### src/rtl/regfile_pkg.sv
// Shared constants and types for the integer register file write-back path.
//   XLEN        width of write-back data
//   NREG        number of architectural registers (x0 reads as zero)
//   AW          register address width
//   reg_addr_t  register index type
//   wb_src_e    identifies which producer owns the write port
package regfile_pkg;

  localparam int XLEN = 32;
  localparam int NREG = 32;
  localparam int AW   = $clog2(NREG);

  typedef logic [AW-1:0] reg_addr_t;

  typedef enum logic {
    GNT_EX  = 1'b0,
    GNT_MEM = 1'b1
  } wb_src_e;

endpackage

### src/rtl/regfile_wb_ctrl_if.sv
// Write-back bus: the two result streams (ALU and load) with valid/ready
// handshakes, plus the registered register-file write port.
//   master : producer/regfile side (drives results, observes ready and rf_*)
//   slave  : write-back controller side
interface regfile_wb_ctrl_if;
  import regfile_pkg::*;

  logic            ex_valid;
  reg_addr_t       ex_rd;
  logic [XLEN-1:0] ex_data;
  logic            ex_ready;

  logic            mem_valid;
  reg_addr_t       mem_rd;
  logic [XLEN-1:0] mem_data;
  logic            mem_ready;

  logic            rf_we;
  reg_addr_t       rf_wa;
  logic [XLEN-1:0] rf_wd;

  modport master (
    output ex_valid, ex_rd, ex_data,
    input  ex_ready,
    output mem_valid, mem_rd, mem_data,
    input  mem_ready,
    input  rf_we, rf_wa, rf_wd
  );

  modport slave (
    input  ex_valid, ex_rd, ex_data,
    output ex_ready,
    input  mem_valid, mem_rd, mem_data,
    output mem_ready,
    output rf_we, rf_wa, rf_wd
  );

endinterface

### src/rtl/wb_rr_arbiter.sv
// Two-way round-robin arbiter for the register-file write port.
//   clk, reset          clock / synchronous active-high reset
//   ex_valid, mem_valid requests from the ALU and load streams
//   gnt_ex, gnt_mem     one-hot (or zero) grant, combinational from valids
// A lone request is always granted. On a tie the side not granted last wins;
// the history flop only moves when a grant actually happens.
module wb_rr_arbiter
  import regfile_pkg::*;
(
  input  logic clk,
  input  logic reset,
  input  logic ex_valid,
  input  logic mem_valid,
  output logic gnt_ex,
  output logic gnt_mem
);

  wb_src_e last_grant_reg;

  always_comb begin
    gnt_ex  = ex_valid  && (!mem_valid || (last_grant_reg == GNT_MEM));
    gnt_mem = mem_valid && (!ex_valid  || (last_grant_reg == GNT_EX));
  end

  // Reset to MEM so the ALU wins the first tie.
  always_ff @(posedge clk) begin
    if (reset) begin
      last_grant_reg <= GNT_MEM;
    end else if (gnt_ex) begin
      last_grant_reg <= GNT_EX;
    end else if (gnt_mem) begin
      last_grant_reg <= GNT_MEM;
    end
  end

endmodule

### src/rtl/regfile_wb_ctrl.sv
// Write-back controller for the 2R1W integer register file.
//   clk, reset      clock / synchronous active-high reset
//   bus             result streams in, registered rf write out
//   iss_*           decode's current instruction (sources, destination)
//   iss_stall       decode must hold (combinational)
//   pending         per-register write-in-flight scoreboard, bit 0 always 0
//   busy            any register pending
//   wb_err          sticky: a result arrived for a register not pending
module regfile_wb_ctrl
  import regfile_pkg::*;
(
  input  logic                clk,
  input  logic                reset,
  regfile_wb_ctrl_if.slave    bus,
  input  logic                iss_valid,
  input  reg_addr_t           iss_rs1,
  input  logic                iss_rs1_en,
  input  reg_addr_t           iss_rs2,
  input  logic                iss_rs2_en,
  input  reg_addr_t           iss_rd,
  input  logic                iss_rd_en,
  output logic                iss_stall,
  output logic [NREG-1:0]     pending,
  output logic                busy,
  output logic                wb_err
);

  logic            gnt_ex;
  logic            gnt_mem;
  logic            accept;
  reg_addr_t       acc_rd;
  logic [XLEN-1:0] acc_data;
  logic            acc_nonzero;
  logic            set_en;

  logic            rf_we_reg;
  reg_addr_t       rf_wa_reg;
  logic [XLEN-1:0] rf_wd_reg;
  logic [NREG-1:0] pending_reg;
  logic [NREG-1:0] pending_next;
  logic            wb_err_reg;

  wb_rr_arbiter u_arb (
    .clk       (clk),
    .reset     (reset),
    .ex_valid  (bus.ex_valid),
    .mem_valid (bus.mem_valid),
    .gnt_ex    (gnt_ex),
    .gnt_mem   (gnt_mem)
  );

  assign bus.ex_ready  = gnt_ex;
  assign bus.mem_ready = gnt_mem;

  assign accept      = gnt_ex || gnt_mem;
  assign acc_rd      = gnt_ex ? bus.ex_rd   : bus.mem_rd;
  assign acc_data    = gnt_ex ? bus.ex_data : bus.mem_data;
  assign acc_nonzero = (acc_rd != '0);

  // Hazard check sees only the current scoreboard: a write landing on this
  // edge has not reached the regfile yet, so its readers must still wait.
  assign iss_stall = iss_valid &&
                     ((iss_rs1_en && pending_reg[iss_rs1]) ||
                      (iss_rs2_en && pending_reg[iss_rs2]) ||
                      (iss_rd_en  && pending_reg[iss_rd]));

  assign set_en = iss_valid && !iss_stall && iss_rd_en && (iss_rd != '0);

  // Per-register next state; a new issue outranks a landing write-back.
  assign pending_next[0] = 1'b0;
  for (genvar gi = 1; gi < NREG; gi++) begin : g_pend
    assign pending_next[gi] =
      (set_en && (iss_rd == reg_addr_t'(gi))) ? 1'b1 :
      (rf_we_reg && (rf_wa_reg == reg_addr_t'(gi))) ? 1'b0 :
      pending_reg[gi];
  end

  always_ff @(posedge clk) begin
    if (reset) begin
      rf_we_reg   <= 1'b0;
      rf_wa_reg   <= '0;
      rf_wd_reg   <= '0;
      pending_reg <= '0;
      wb_err_reg  <= 1'b0;
    end else begin
      // rd==0 results are accepted but never reach the regfile.
      rf_we_reg <= accept && acc_nonzero;
      if (accept) begin
        rf_wa_reg <= acc_rd;
        rf_wd_reg <= acc_data;
      end
      pending_reg <= pending_next;
      if (accept && acc_nonzero && !pending_reg[acc_rd]) begin
        wb_err_reg <= 1'b1;
      end
    end
  end

  assign bus.rf_we = rf_we_reg;
  assign bus.rf_wa = rf_wa_reg;
  assign bus.rf_wd = rf_wd_reg;
  assign pending   = pending_reg;
  assign busy      = |pending_reg;
  assign wb_err    = wb_err_reg;

endmodule

### src/flat_wrapper.sv
// flat-port wrapper written by rule: the top's interface ports become plain ports
module regfile_wb_ctrl_flat import regfile_pkg::*;
  (clk, reset, iss_valid, iss_rs1, iss_rs1_en, iss_rs2, iss_rs2_en, iss_rd, iss_rd_en, iss_stall, pending, busy, wb_err, bus_ex_valid, bus_ex_rd, bus_ex_data, bus_ex_ready, bus_mem_valid, bus_mem_rd, bus_mem_data, bus_mem_ready, bus_rf_we, bus_rf_wa, bus_rf_wd);
  regfile_wb_ctrl_if bus_i ();
  input  logic clk;
  input  logic reset;
  input  logic iss_valid;
  input  reg_addr_t iss_rs1;
  input  logic iss_rs1_en;
  input  reg_addr_t iss_rs2;
  input  logic iss_rs2_en;
  input  reg_addr_t iss_rd;
  input  logic iss_rd_en;
  output logic iss_stall;
  output logic [NREG-1:0] pending;
  output logic busy;
  output logic wb_err;
  input wire logic [$bits(bus_i.ex_valid)-1:0] bus_ex_valid;
  input wire logic [$bits(bus_i.ex_rd)-1:0] bus_ex_rd;
  input wire logic [$bits(bus_i.ex_data)-1:0] bus_ex_data;
  output wire logic [$bits(bus_i.ex_ready)-1:0] bus_ex_ready;
  input wire logic [$bits(bus_i.mem_valid)-1:0] bus_mem_valid;
  input wire logic [$bits(bus_i.mem_rd)-1:0] bus_mem_rd;
  input wire logic [$bits(bus_i.mem_data)-1:0] bus_mem_data;
  output wire logic [$bits(bus_i.mem_ready)-1:0] bus_mem_ready;
  output wire logic [$bits(bus_i.rf_we)-1:0] bus_rf_we;
  output wire logic [$bits(bus_i.rf_wa)-1:0] bus_rf_wa;
  output wire logic [$bits(bus_i.rf_wd)-1:0] bus_rf_wd;
  assign bus_i.ex_valid = bus_ex_valid;
  assign bus_i.ex_rd = bus_ex_rd;
  assign bus_i.ex_data = bus_ex_data;
  assign bus_ex_ready = bus_i.ex_ready;
  assign bus_i.mem_valid = bus_mem_valid;
  assign bus_i.mem_rd = bus_mem_rd;
  assign bus_i.mem_data = bus_mem_data;
  assign bus_mem_ready = bus_i.mem_ready;
  assign bus_rf_we = bus_i.rf_we;
  assign bus_rf_wa = bus_i.rf_wa;
  assign bus_rf_wd = bus_i.rf_wd;
  regfile_wb_ctrl u_core (.clk(clk), .reset(reset), .bus(bus_i), .iss_valid(iss_valid), .iss_rs1(iss_rs1), .iss_rs1_en(iss_rs1_en), .iss_rs2(iss_rs2), .iss_rs2_en(iss_rs2_en), .iss_rd(iss_rd), .iss_rd_en(iss_rd_en), .iss_stall(iss_stall), .pending(pending), .busy(busy), .wb_err(wb_err));
endmodule
### config.mk
export PLATFORM = sky130hd
export DESIGN_NAME = regfile_wb_ctrl_flat
export DESIGN_NICKNAME = d
export VERILOG_FILES = /design/src/rtl/regfile_pkg.sv /design/src/rtl/regfile_wb_ctrl_if.sv /design/src/rtl/wb_rr_arbiter.sv /design/src/rtl/regfile_wb_ctrl.sv /design/src/flat_wrapper.sv
export SDC_FILE = /design/constraint.sdc
export NUM_CORES = 1
export LEC_CHECK = 0
export ABC_AREA = 0
export BUFFER_PORTS_ARGS = -buffer_cell sky130_fd_sc_hd__buf_2
export CAP_MARGIN = 15
export CORE_ASPECT_RATIO = 1.75
export CORE_MARGIN = 1.5
export CORE_UTILIZATION = 53
export DETAILED_ROUTE_END_ITERATION = 10
export PLACE_DENSITY_LB_ADDON = 0.1
export SYNTH_ARGS = -nofsm -noshare
export SYNTH_HDL_FRONTEND = slang
export SYNTH_HIERARCHICAL = 1
export SYNTH_SLANG_ARGS = --single-unit
### constraint.sdc
create_clock -name clk -period 7.9 [get_ports clk]
set_clock_uncertainty 0.2 [all_clocks]
set_input_delay 0 -clock clk [delete_from_list [all_inputs] [get_ports clk]]
set_output_delay 0 -clock clk [all_outputs]
set_load 0.01 [all_outputs]
==> impl_results.md <==
- Clock Latency Late Sink: 0.33 ns
- Num ports: 172
- Largest register FFs: 32
- Synth async-reset ratio: 0
- 1st-pass router iterations: 5
- Fraction of layout cells with a size suffix above 1: 0.316
- Top-count cell post-synth: nor2_1
- Final wirelength: 17300 µm
- # nets final: 794
- Mapped Area: 4410 µm²
- Hold Path Cell Cnt: 5
- Kind of critical path: flip-flop to output pin
- Power per cell area: 161 nW/µm²
- Post-synth top area cell: dfxtp_1
- Post-layout total power: 992 µW
- Chip height: approximately 120 µm
- Ranking of synthesized cells by area: dfxtp_1, mux2i_1, mux4_2, nor2_1, o31ai_1
- Via total after detailed routing: 5156
- Max-slew headroom: 0.213
- Share of the synthesized area in the top cell type: 0.322
- Fmax: 0.298 GHz
- Register area share after synthesis: 0.322
- Clk sinks: 71
- Post-Syn Nets: ~580
- First-pass GRT wire length: 26500 µm
- DRC violation count after routing: 0
- Tmin final: ~3.4 ns
- Worst EP required: 7.70 ns
- HP Class: input pin to flip-flop
- Fin. max-slew vios: 0
- Core Area: 8020 µm²
- Maximum clock insertion buffer count: 2
- RSZ-0062 raised after global routing: false
- Post-synth top flop: dfxtp_1
- Critical path data arrival time: 3.16 ns
- Fillers: ~530
- Antenna violation net count after detailed routing: 0
- CP Capture Type: output pin
- Cells after Synth: 484
- CTS Root Cell: clkbuf_16
- Leakage power: 0.00271 µW
- Total congestion overflow: 0
- # Max-Cap Violations: 0
- Row cnt: 43
- Reg2reg path depth: 8
- VDD IR-drop max: 0.146 mV
- Clock buffer count from CTS: 9
- Synth cell types: 53
- Via density: about 6.5
- Starting Density: 0.550
- Critical Path Source Type: flip-flop
- Finished Layout Cells: 790
- Clk slew on worst S/H paths: 0.06 ns
- FF+latch area: about 1400 µm²
- # port buffers: 170
- Maximum fanout along the worst path: 32
- Hold Vio Cnt, Final: 0
- Seq cells post-synth: 71
- EDFF count, synth: 0
- Run status: complete, no violations
- H-tree Lvls: 3
- Setup TNS: 0 ns
- Slew @ Worst Pin: 1.15 ns
- Largest net degree at the start of global routing: 67
- Avg WL per Cell: 21.9 µm
- YS warnings: 6
- Syn-to-layout area delta: 39.9%
- DRT iter0 DRCs: 637
- N_diodes: 0
- Area of the multi-input gates: 2760 µm²
- Period utilization: 0.425
- Number of antenna violations at the first check in global routing: 0
- Placed Instances: approximately 700
- Die footprint: 8900 µm²
- Most frequent cells after synthesis: nor2_1, dfxtp_1, mux2i_1, a21oi_1
- Mean post-synth cell area: 9.12 µm²
- Gpl congestion: 1.03
- HPWL after DPL: 10800 µm
- Gr usage total: 0.390
- Final setup vio count: 0
- Vias in the first global route: 5119
- Die W: 72.0 µm
- CTS tree: done
- Setup bufs post-CTS: 0
==> cell families after synthesis <==
family | synth area share
AO/OA/AOI/OAI | 0.172
buffers and inverters | 0.0547
flip-flops | 0.322
multiplexers | 0.259
other | 0.000850
AND/OR/NAND/NOR | 0.192
==> path summary, 6_finish.rpt <==
path | endpoint | from | slack, ns
worst max-delay path | iss_stall | u_core/pending[8] | 4.54
worst min-delay path | u_core/pending[26] | iss_rd_en | 0.02
worst max register to register | u_core/wb_err | u_core/u_arb/last_grant_reg | 4.68
worst min register to register | u_core/wb_err | u_core/wb_err | 0.28
==> per-stage QoR <==
| step | instance area (µm²) | setup slack, ns | utilization | hold WS [ns] |
|---|---|---|---|---|
| finish | 6170 | 4.54 | 0.770 | 0.0162 |
| floorplan | 4410 | 4.92 | - | -0.114 |
| detailed placement | 5190 | 4.77 | 0.647 | 0.0368 |
| CTS | 6170 | 4.68 | 0.770 | 0.00326 |
| global placement | 5190 | 4.84 | 0.647 | 0.0254 |
| global route | 6170 | 4.31 | 0.770 | 0.0373 |
==> routing by layer <==
| layer | up-vias | track usage | wire (µm) |
|---|---|---|---|
| met5 | - | 0 | 0 |
| met1 | 2447 | 0.415 | 5900 |
| li1 | 2252 | - | - |
| met3 | 91 | 0.0850 | 1360 |
| met2 | 366 | 0.688 | 8870 |
| met4 | 0 | 0.246 | 1160 |
==> what timing repair did <==
action | in CTS | in global routing
endpoints found under the hold margin | 45 | 0
hold buffers | 72 | 0
resized for setup | 0 | 0
==> power by group <==
part / total, µW / internal [µW] / switching (µW) / leakage (µW)
Combinational: 228 / 106 / 121 / 0.00200
Sequential: 392 / 375 / 17.1 / 0.000581
Clock: 371 / 226 / 146 / 0.000132
==> worst max-delay path, stage by stage, from the launching register on <==
cell	delay, ns
dfxtp_1	0.38
nor2b_1	0.16
a2111oi_0	0.41
nor3_1	0.23
nor4_1	0.42
nand3_2	0.67
and2_1	0.43
buf_2	0.14
==> cell type report <==
class / count / area share
Clock buffer: 13 / 0.0421
Clock inverter: 1 / 0.000811
Inverter: 9 / 0.00547
Multi-Input combinational cell: 363 / 0.447
Sequential cell: 71 / 0.230
Tap cell: 90 / 0.0182
Timing Repair Buffer: 243 / 0.256
==> placed cells by master (no fill, tap or decap), types with 3 or more instances in the layout <==
| cell type | n |
|---|---|
| a211oi_1 | 5 |
| a21oi_1 | 33 |
| buf_2 | 170 |
| clkbuf_16 | 9 |
| dfxtp_1 | 71 |
| dlygate4sd3_1 | 72 |
| inv_1 | 9 |
| mux2_2 | 3 |
| mux2i_1 | 52 |
| mux4_1 | 3 |
| mux4_2 | 22 |
| nand2_1 | 25 |
| nand2b_1 | 5 |
| nand3_1 | 25 |
| nand3b_1 | 7 |
| nand4_1 | 4 |
| nor2_1 | 79 |
| nor2b_1 | 4 |
| nor3_1 | 4 |
| nor3b_1 | 3 |
| nor4_1 | 8 |
| o211ai_1 | 10 |
| o311ai_0 | 8 |
| o31ai_1 | 25 |
| o41ai_2 | 5 |
Power figures use the tool's default switching activity.
